`config.mk`:
```
export PLATFORM = sky130hd
export DESIGN_NAME = avalon_st_fifo
export DESIGN_NICKNAME = d
export VERILOG_FILES = /design/src/rtl/avalon_st_pkg.sv /design/src/rtl/avalon_st_fifo_mem.sv /design/src/rtl/avalon_st_fifo.sv
export SDC_FILE = /design/constraint.sdc
export NUM_CORES = 1
export LEC_CHECK = 0
export ABC_AREA = 1
export CORE_MARGIN = 3
export CORE_UTILIZATION = 30
export CTS_BUF_LIST = sky130_fd_sc_hd__clkbuf_4 sky130_fd_sc_hd__clkbuf_8 sky130_fd_sc_hd__clkbuf_16
export CTS_CLUSTER_DIAMETER = 60
export DETAILED_ROUTE_END_ITERATION = 10
export HOLD_SLACK_MARGIN = 0.12
export PLACE_DENSITY = 0.42
export SYNTH_ARGS = -nofsm -noshare
export SYNTH_HDL_FRONTEND = slang
export SYNTH_SLANG_ARGS = --single-unit
```
`constraint.sdc`:
```
create_clock -name clk -period 5.5 [get_ports clk]
set_input_delay 1.65 -clock clk [delete_from_list [all_inputs] [get_ports clk]]
set_output_delay 1.65 -clock clk [all_outputs]
set_load 0.01 [all_outputs]
```
`src/rtl/avalon_st_pkg.sv`:
```
// avalon_st_pkg: shared widths and helpers for the Avalon-ST FIFO.
package avalon_st_pkg;
    localparam int DROP_COUNT_WIDTH = 16;
    function automatic int level_width(input int depth);
        return $clog2(depth) + 1;
    endfunction
endpackage

```
`src/rtl/avalon_st_fifo_mem.sv`:
```
// avalon_st_fifo_mem: resettable register array, one write port, asynchronous read port.
module avalon_st_fifo_mem #(
    parameter int WIDTH = 9,
    parameter int DEPTH = 16
) (
    input  logic                     clk,
    input  logic                     reset_n,
    input  logic                     we,
    input  logic [$clog2(DEPTH)-1:0] waddr,
    input  logic [WIDTH-1:0]         wdata,
    input  logic [$clog2(DEPTH)-1:0] raddr,
    output logic [WIDTH-1:0]         rdata
);
    logic [WIDTH-1:0] mem_q [DEPTH];
    logic [WIDTH-1:0] mem_d [DEPTH];

    always_comb begin
        mem_d = mem_q;
        if (we) mem_d[waddr] = wdata;
    end

    always_ff @(posedge clk or negedge reset_n) begin
        if (!reset_n) begin
            for (int i = 0; i < DEPTH; i++) mem_q[i] <= '0;
        end else begin
            mem_q <= mem_d;
        end
    end

    assign rdata = mem_q[raddr];
endmodule

```
`src/rtl/avalon_st_fifo.sv`:
```
// avalon_st_fifo: single-clock Avalon-ST FIFO with error sideband; AVALON_ST_FIFO_STATS_EN adds level/drop_count/stats_clear.
module avalon_st_fifo import avalon_st_pkg::*; #(
    parameter int DATA_WIDTH   = 8,
    parameter int DEPTH        = 16,
    parameter int DROP_ON_FULL = 0
) (
    input  logic                          clk,
    input  logic                          reset_n,
`ifdef AVALON_ST_FIFO_STATS_EN
    input  logic                          stats_clear,
    output logic [level_width(DEPTH)-1:0] level,
    output logic [DROP_COUNT_WIDTH-1:0]   drop_count,
`endif
    input  logic [DATA_WIDTH-1:0]         sink_data,
    input  logic                          sink_valid,
    input  logic                          sink_error,
    output logic                          sink_ready,
    output logic [DATA_WIDTH-1:0]         source_data,
    output logic                          source_valid,
    output logic                          source_error,
    input  logic                          source_ready
);
    localparam int AW = $clog2(DEPTH);
    localparam int LW = level_width(DEPTH);

    logic [AW-1:0] wr_ptr_q, wr_ptr_d, rd_ptr_q, rd_ptr_d;
    logic [LW-1:0] count_q, count_d;
    logic          full, push, pop;

    assign full         = count_q == LW'(DEPTH);
    assign source_valid = count_q != '0;
    assign sink_ready   = (DROP_ON_FULL != 0) || !full;

    // In drop mode a word arriving while full survives only if the head leaves in the same cycle.
    always_comb begin
        pop      = source_valid & source_ready;
        push     = (DROP_ON_FULL != 0) ? sink_valid & (!full | pop) : sink_valid & !full;
        wr_ptr_d = push ? wr_ptr_q + AW'(1) : wr_ptr_q;
        rd_ptr_d = pop ? rd_ptr_q + AW'(1) : rd_ptr_q;
        count_d  = count_q + LW'(push) - LW'(pop);
    end

    always_ff @(posedge clk or negedge reset_n) begin
        if (!reset_n) begin
            wr_ptr_q <= '0;
            rd_ptr_q <= '0;
            count_q  <= '0;
        end else begin
            wr_ptr_q <= wr_ptr_d;
            rd_ptr_q <= rd_ptr_d;
            count_q  <= count_d;
        end
    end

    avalon_st_fifo_mem #(
        .WIDTH (DATA_WIDTH + 1),
        .DEPTH (DEPTH)
    ) u_mem (
        .clk     (clk),
        .reset_n (reset_n),
        .we      (push),
        .waddr   (wr_ptr_q),
        .wdata   ({sink_error, sink_data}),
        .raddr   (rd_ptr_q),
        .rdata   ({source_error, source_data})
    );

`ifdef AVALON_ST_FIFO_STATS_EN
    logic                        drop;
    logic [DROP_COUNT_WIDTH-1:0] drop_count_q, drop_count_d;

    always_comb begin
        drop         = (DROP_ON_FULL != 0) & sink_valid & !push;
        drop_count_d = stats_clear ? '0 :
                       (drop && drop_count_q != '1) ? drop_count_q + 1'b1 : drop_count_q;
    end

    always_ff @(posedge clk or negedge reset_n) begin
        if (!reset_n) drop_count_q <= '0;
        else          drop_count_q <= drop_count_d;
    end

    assign level      = count_q;
    assign drop_count = drop_count_q;
`endif
endmodule

```
==> results.toml <==
[outcome]
status = "complete, no violations"

[final_layout]
n_antenna_cell = 0
fin_nets = 1030
syn_to_final_growth_pct = 11.48
drive_gt1_share_pct = 14.44

[critical_path]
crit_required_ns = 3.85
start_kind = "flop"
path_max_fanout = 33
arrival_ns = 2.94
crit_path_end_kind = "primary output"
crit_type = "flop to primary output"

[drt]
drc = 0
drt_wl_total_um = 21740
wire_per_inst_um = 16.07
drt-met1-wl_um = 10650
highest_layer = "met4"
dr_total_vias = 6147
dr_wl_met2_um = 10200
ant_nets = 0
dr_wl_met3_um = 460
drt_iter0_drc = 406
via_per_inst = 4.543
firstDrtPassIters = 5

[clock_network]
cts_buffers = 17
cts_tree = "yes"
clock_latency_ns = 0.43
postCtsSetupBuffers = 0
cts.sinks = 157
cts.clk_slew.worst_paths_ns = 0.06
cts.repair.resized = 0
cts_hold_buffers = 0
clock_path_buffers = 2
htree_levels = 4
cts_root_buffer = "clkbuf_16"

[pwr]
power_leakage_nw = 4.415
p_per_area_nw_per_um2 = 603.2
vdd_drop_max_mv = 0.2459

[yosys]
synthCells = 1008
yosysMostFrequentCell = "nand2_1"
synth_cell_types = 28
synthArstFlopShare_pct = 100.0
ys_seq_elements = 157
synth_commonest_cells = "380 x nand2_1, 157 x dfrtp_1, 83 x inv_1"
yosys-top-cells-area = "dfrtp_1 48%, nand2_1 17%, o21ai_2 7.7%, inv_1 3.8%, nand3_1 3.5%"
avgSynthCellArea_um2 = 8.143
synth_top_cell_area_share_pct = 47.87
ys_seq_area_share_pct = 47.87
synth_edf_count = 0
synth_top_flop_cell = "dfrtp_1"
syn_nets = 1033
syn_area_um2 = 8208
synth_top_area_cell = "dfrtp_1"
ys_warn_count = 0

[sta]
holdWs_ns = 0.4822
relSlewSlack_pct = 35.04
fin_crit_ns = 4.591
tightest_slew_ns = 0.9721
grt_setup_unrepaired = "false"
final_hold_viol_count = 0
post-route-period-util_pct = 83.48
finalSetupTns_ns = 0
max_freq_mhz = 217.8
setup_viol = 0
skew_ns = 0.01209
final-max-slew-violation-count = 0

[floorplanning]
initial_utilization_pct = 30.97
num_rows = 59
die-height_um = 171.4
die-area_um2 = 29380
core_area_um2 = 26500
ioPinCount = 24
die_w_um = 171.4

[grt]
grt_overflow = 0
antenna_found_initial = 0
grt_pass1_vias = 6094
grt_use_total_pct = 15.80
grt_max_degree = 95
grt_pass1_wl_um = 35450

[run]
maxCapViolations = 0

[placement]
gp_congestion = 0.7217
io_buffers = 23
hpwlAfterDp_um = 13820

[worst_hold_path]
hold_class = "flop to flop"
path summary, 6_finish.rpt:
path                            startpoint                to  slack (ns)  cells past startpoint
setup / recovery               rd_ptr_q[0]    source_data[1]        0.91                      9
hold / removal             u_mem.mem_q[74]   u_mem.mem_q[74]        0.48                      2
setup reg to reg                count_q[3]        count_q[4]        2.23                     13
hold reg to reg            u_mem.mem_q[74]   u_mem.mem_q[74]        0.48                      2
max in group asynchronous          reset_n  u_mem.mem_q[117]        3.24                      2
min in group asynchronous          reset_n   u_mem.mem_q[57]        1.32                      1
routing by layer:
metal | GRT usage [%] | vias to the layer above
met3 | 2.482 | 24
met5 | 0 | -
met1 | 21.69 | 2889
met4 | 5.388 | 0
met2 | 25.51 | 64
li1 | - | 3170
where the power goes:
group	internal, mW	switching (mW)	leakage (nW)
Sequential	1.67	0.343	1.99
Clock	0.716	0.509	0.294
Combinational	0.879	1.40	2.13
Total	3.27	2.25	4.41
stage by stage:
step                      cells  power [mW]  cell area [µm²]  utilization, %  setup slack, ns
after floorplan            1008       3.649             8208               -            2.010
after global placement     1321       4.345             8543           32.24            1.312
after detailed placement   1321       4.362             8543           32.24            1.306
after CTS                  1353       5.612             9150           34.53           0.8494
after global routing       1353       6.031             9150           34.53           0.6873
final                      1353       5.519             9150           34.53           0.9087
layout by cell type (no fill, tap or decap), drive strengths merged, types with 2 or more instances in the layout:
cell type and count:
buf 8, bufinv 2, clkbuf 21, clkdlybuf4s50 22
clkinv 5, clkinvlp 2, dfrtp 157, ha 11
inv 93, nand2 389, nand3 74, nand4 2
nor2 72, o21ai 150, xnor2 2, xor2 6
sequential cells by signal (all words and copies together), names as in the netlist:
name / flops
u_mem.mem_q: 144
count_q: 5
rd_ptr_q: 4
wr_ptr_q: 4
cell type report:
| class | count | area (µm²) |
|---|---|---|
| inverter | 91 | 341.6 |
| timing repair buffer | 30 | 296.5 |
| clock inverter | 11 | 132.6 |
| multi-input combinational | 708 | 3553 |
| sequential | 157 | 3933 |
| clock buffer | 21 | 474.2 |
| tap | 335 | 419.2 |
| fill | 2824 | 17350 |
critical path, stage by stage, from the launching register on:
cell and delay (ns):
dfrtp_4 0.64, inv_2 0.49, buf_4 0.32, nand2_1 0.07
nand2_1 0.07, nand2_1 0.05, nand3_1 0.12, nand2_1 0.07
nand2_1 0.11, clkdlybuf4s50_1 0.55
cell families (layout without fill, tap and decap cells):
| group | count (synthesis) | count (layout) | share of synthesized area (%) |
|---|---|---|---|
| and+or+nand+nor | 538 | 538 | 28.08 |
| DFF | 157 | 157 | 47.87 |
| AOI/OAI and AO/OA | 150 | 150 | 12.44 |
| buffers and inverters | 143 | 153 | 8.842 |
| adders and majority gates | 12 | 12 | 1.921 |
| xor gates and xnor gates | 8 | 8 | 0.8537 |
(Power assumes the default switching activity.)
==> RTL edit: new RTL, config.mk and constraints unchanged <==
Register the output `source_error`, cleared by the reset; this adds one clock of latency there. The other outputs are not delayed to match.
--- a/src/rtl/avalon_st_fifo.sv
+++ b/src/rtl/avalon_st_fifo.sv
@@ -23,4 +23,6 @@
     localparam int AW = $clog2(DEPTH);
     localparam int LW = level_width(DEPTH);
+
+    logic source_error_d;
 
     logic [AW-1:0] wr_ptr_q, wr_ptr_d, rd_ptr_q, rd_ptr_d;
@@ -63,5 +65,5 @@
         .wdata   ({sink_error, sink_data}),
         .raddr   (rd_ptr_q),
-        .rdata   ({source_error, source_data})
+        .rdata   ({source_error_d, source_data})
     );
 
@@ -84,4 +86,12 @@
     assign drop_count = drop_count_q;
 `endif
+    always_ff @(posedge clk or negedge reset_n) begin
+        if (!reset_n) begin
+            source_error <= '0;
+        end else begin
+            source_error <= source_error_d;
+        end
+    end
+
 endmodule
 
Behaviour: not the same (a bounded check fails within 4 cycles, from zero or initial values and one cycle with reset_n low).
==> RTL edit against the original RTL <==
Cell area rose by 0.93%. Total power grew 1.8%. Sequential cell count rose by 1. Largest cell class unchanged. Routed wire length increased by 0.81%. Highest routed layer unchanged. Area after synthesis is 0.30% higher. Setup slack improved by 0.033 ns. Fmax increased by 0.73%.
==> RTL edit: results (changes against the original RTL) <==
run_status:
  status: "complete, no violations"
cells_and_area:
  drive_above_1_share_pct: 14.4  # about the same
  fill_cells: 2853  # +1.0%
  final_util_pct: 34.3  # -0.26 points
  fin_cells: 1360  # +0.52%
timing:
  tightestPinTransition_ns: 0.978  # +0.00574 ns
  finClkSkew_ns: 0.0118  # -0.000303 ns
global_route:
  grt_pass1_wl_um: 35900  # +1.3%
  grt_usage_pct: 15.9  # +0.14 points
  grt_max_degree: 76  # -20%
  grt_pass1_vias: 6273  # +2.9%
place:
  dp_hpwl_um: 14100  # +2.1%
  place_inst: 1328  # +0.53%
  dpl_cell_area_um2: 8580  # +0.38%
  gp_congestion: 0.737  # +2.2%
  dp_slack_ns: 1.34  # +0.0326 ns
routing:
  firstDrtPassIters: 7  # +2
  viasPerCell: 4.54  # about the same
  drtIter0Drc: 371  # -8.6%
worst_setup_path:
  arrival_ns: 2.91  # -0.03 ns
  cp_max_fo: 42  # +27%
  cp_slowest_cell: "inv_2"
synth:
  seq_area_frac_synth_pct: 48.0  # +0.16 points
  ys_top_cells_by_area: "dfrtp_1 48%, nand2_1 17%, o21ai_2 7.7%, inv_1 3.8%, nand3_1 3.5%"
  synthTopCellsByCount: "380 x nand2_1, 158 x dfrtp_1, 83 x inv_1"
  synth.avg_cell_area_um2: 8.16  # +0.21%
clock_tree:
  cts-root-buf: "clkbuf_16"
  cts_setup_buffers: 0  # unchanged
power_and_ir_drop:
  leakage_nw: 4.45  # +0.70%
  peakVddDrop_mv: 0.230  # -6.5%
## RTL edit: changes by cell type in the layout (fill, tap and decap cells not counted), sizes merged
cell / change
bufinv: +3
clkbuf: -2
inv: -2
clkinvlp: +1
dfrtp: +1
## RTL edit: worst paths after layout
path,from,endpoint,slack (ns),cells past startpoint
max,rd_ptr_q[0],source_data[2],0.94,9
min reg2reg,u_mem.mem_q[26],u_mem.mem_q[26],0.48,2
max reg2reg,count_q[2],count_q[4],2.20,13
min in group asynchronous,reset_n,u_mem.mem_q[60],1.24,1
min,u_mem.mem_q[26],u_mem.mem_q[26],0.48,2
max in group asynchronous,reset_n,u_mem.mem_q[110],3.28,2
## RTL edit: tightest hold or removal path: stages, from the launching register on
cell     delay, ns
dfrtp_1       0.34
nand2_1       0.06
o21ai_2       0.05
## RTL edit: logic make-up after synthesis
| family | synth area share, % |
|---|---|
| flops | 48.0 |
| xor+xnor | 0.851 |
| simple gates | 28.0 |
| buf+inv | 8.81 |
| compound gates | 12.4 |
| fa+ha+maj | 1.91 |
## RTL edit: area by class of cell
type                            count  share of cell area (%)
Sequential cell                   158                    42.9
Timing Repair Buffer               30                    3.21
Inverter                           91                    3.70
Clock inverter                     13                    2.30
Multi-Input combinational cell    708                    38.5
Clock buffer                       19                    4.84
Tap cell                          341                    4.62
## RTL edit: power breakdown
group / switching, mW / internal [mW]
Sequential: 0.340 / 1.68
Combinational: 1.40 / 0.867
Clock: 0.506 / 0.826
## RTL edit: routing by layer
metal	part of all wire, %	GRT usage, %
met5	0	0
met4	1.2	3.88
met3	2.1	2.71
met2	47	26.2
met1	50	22.0
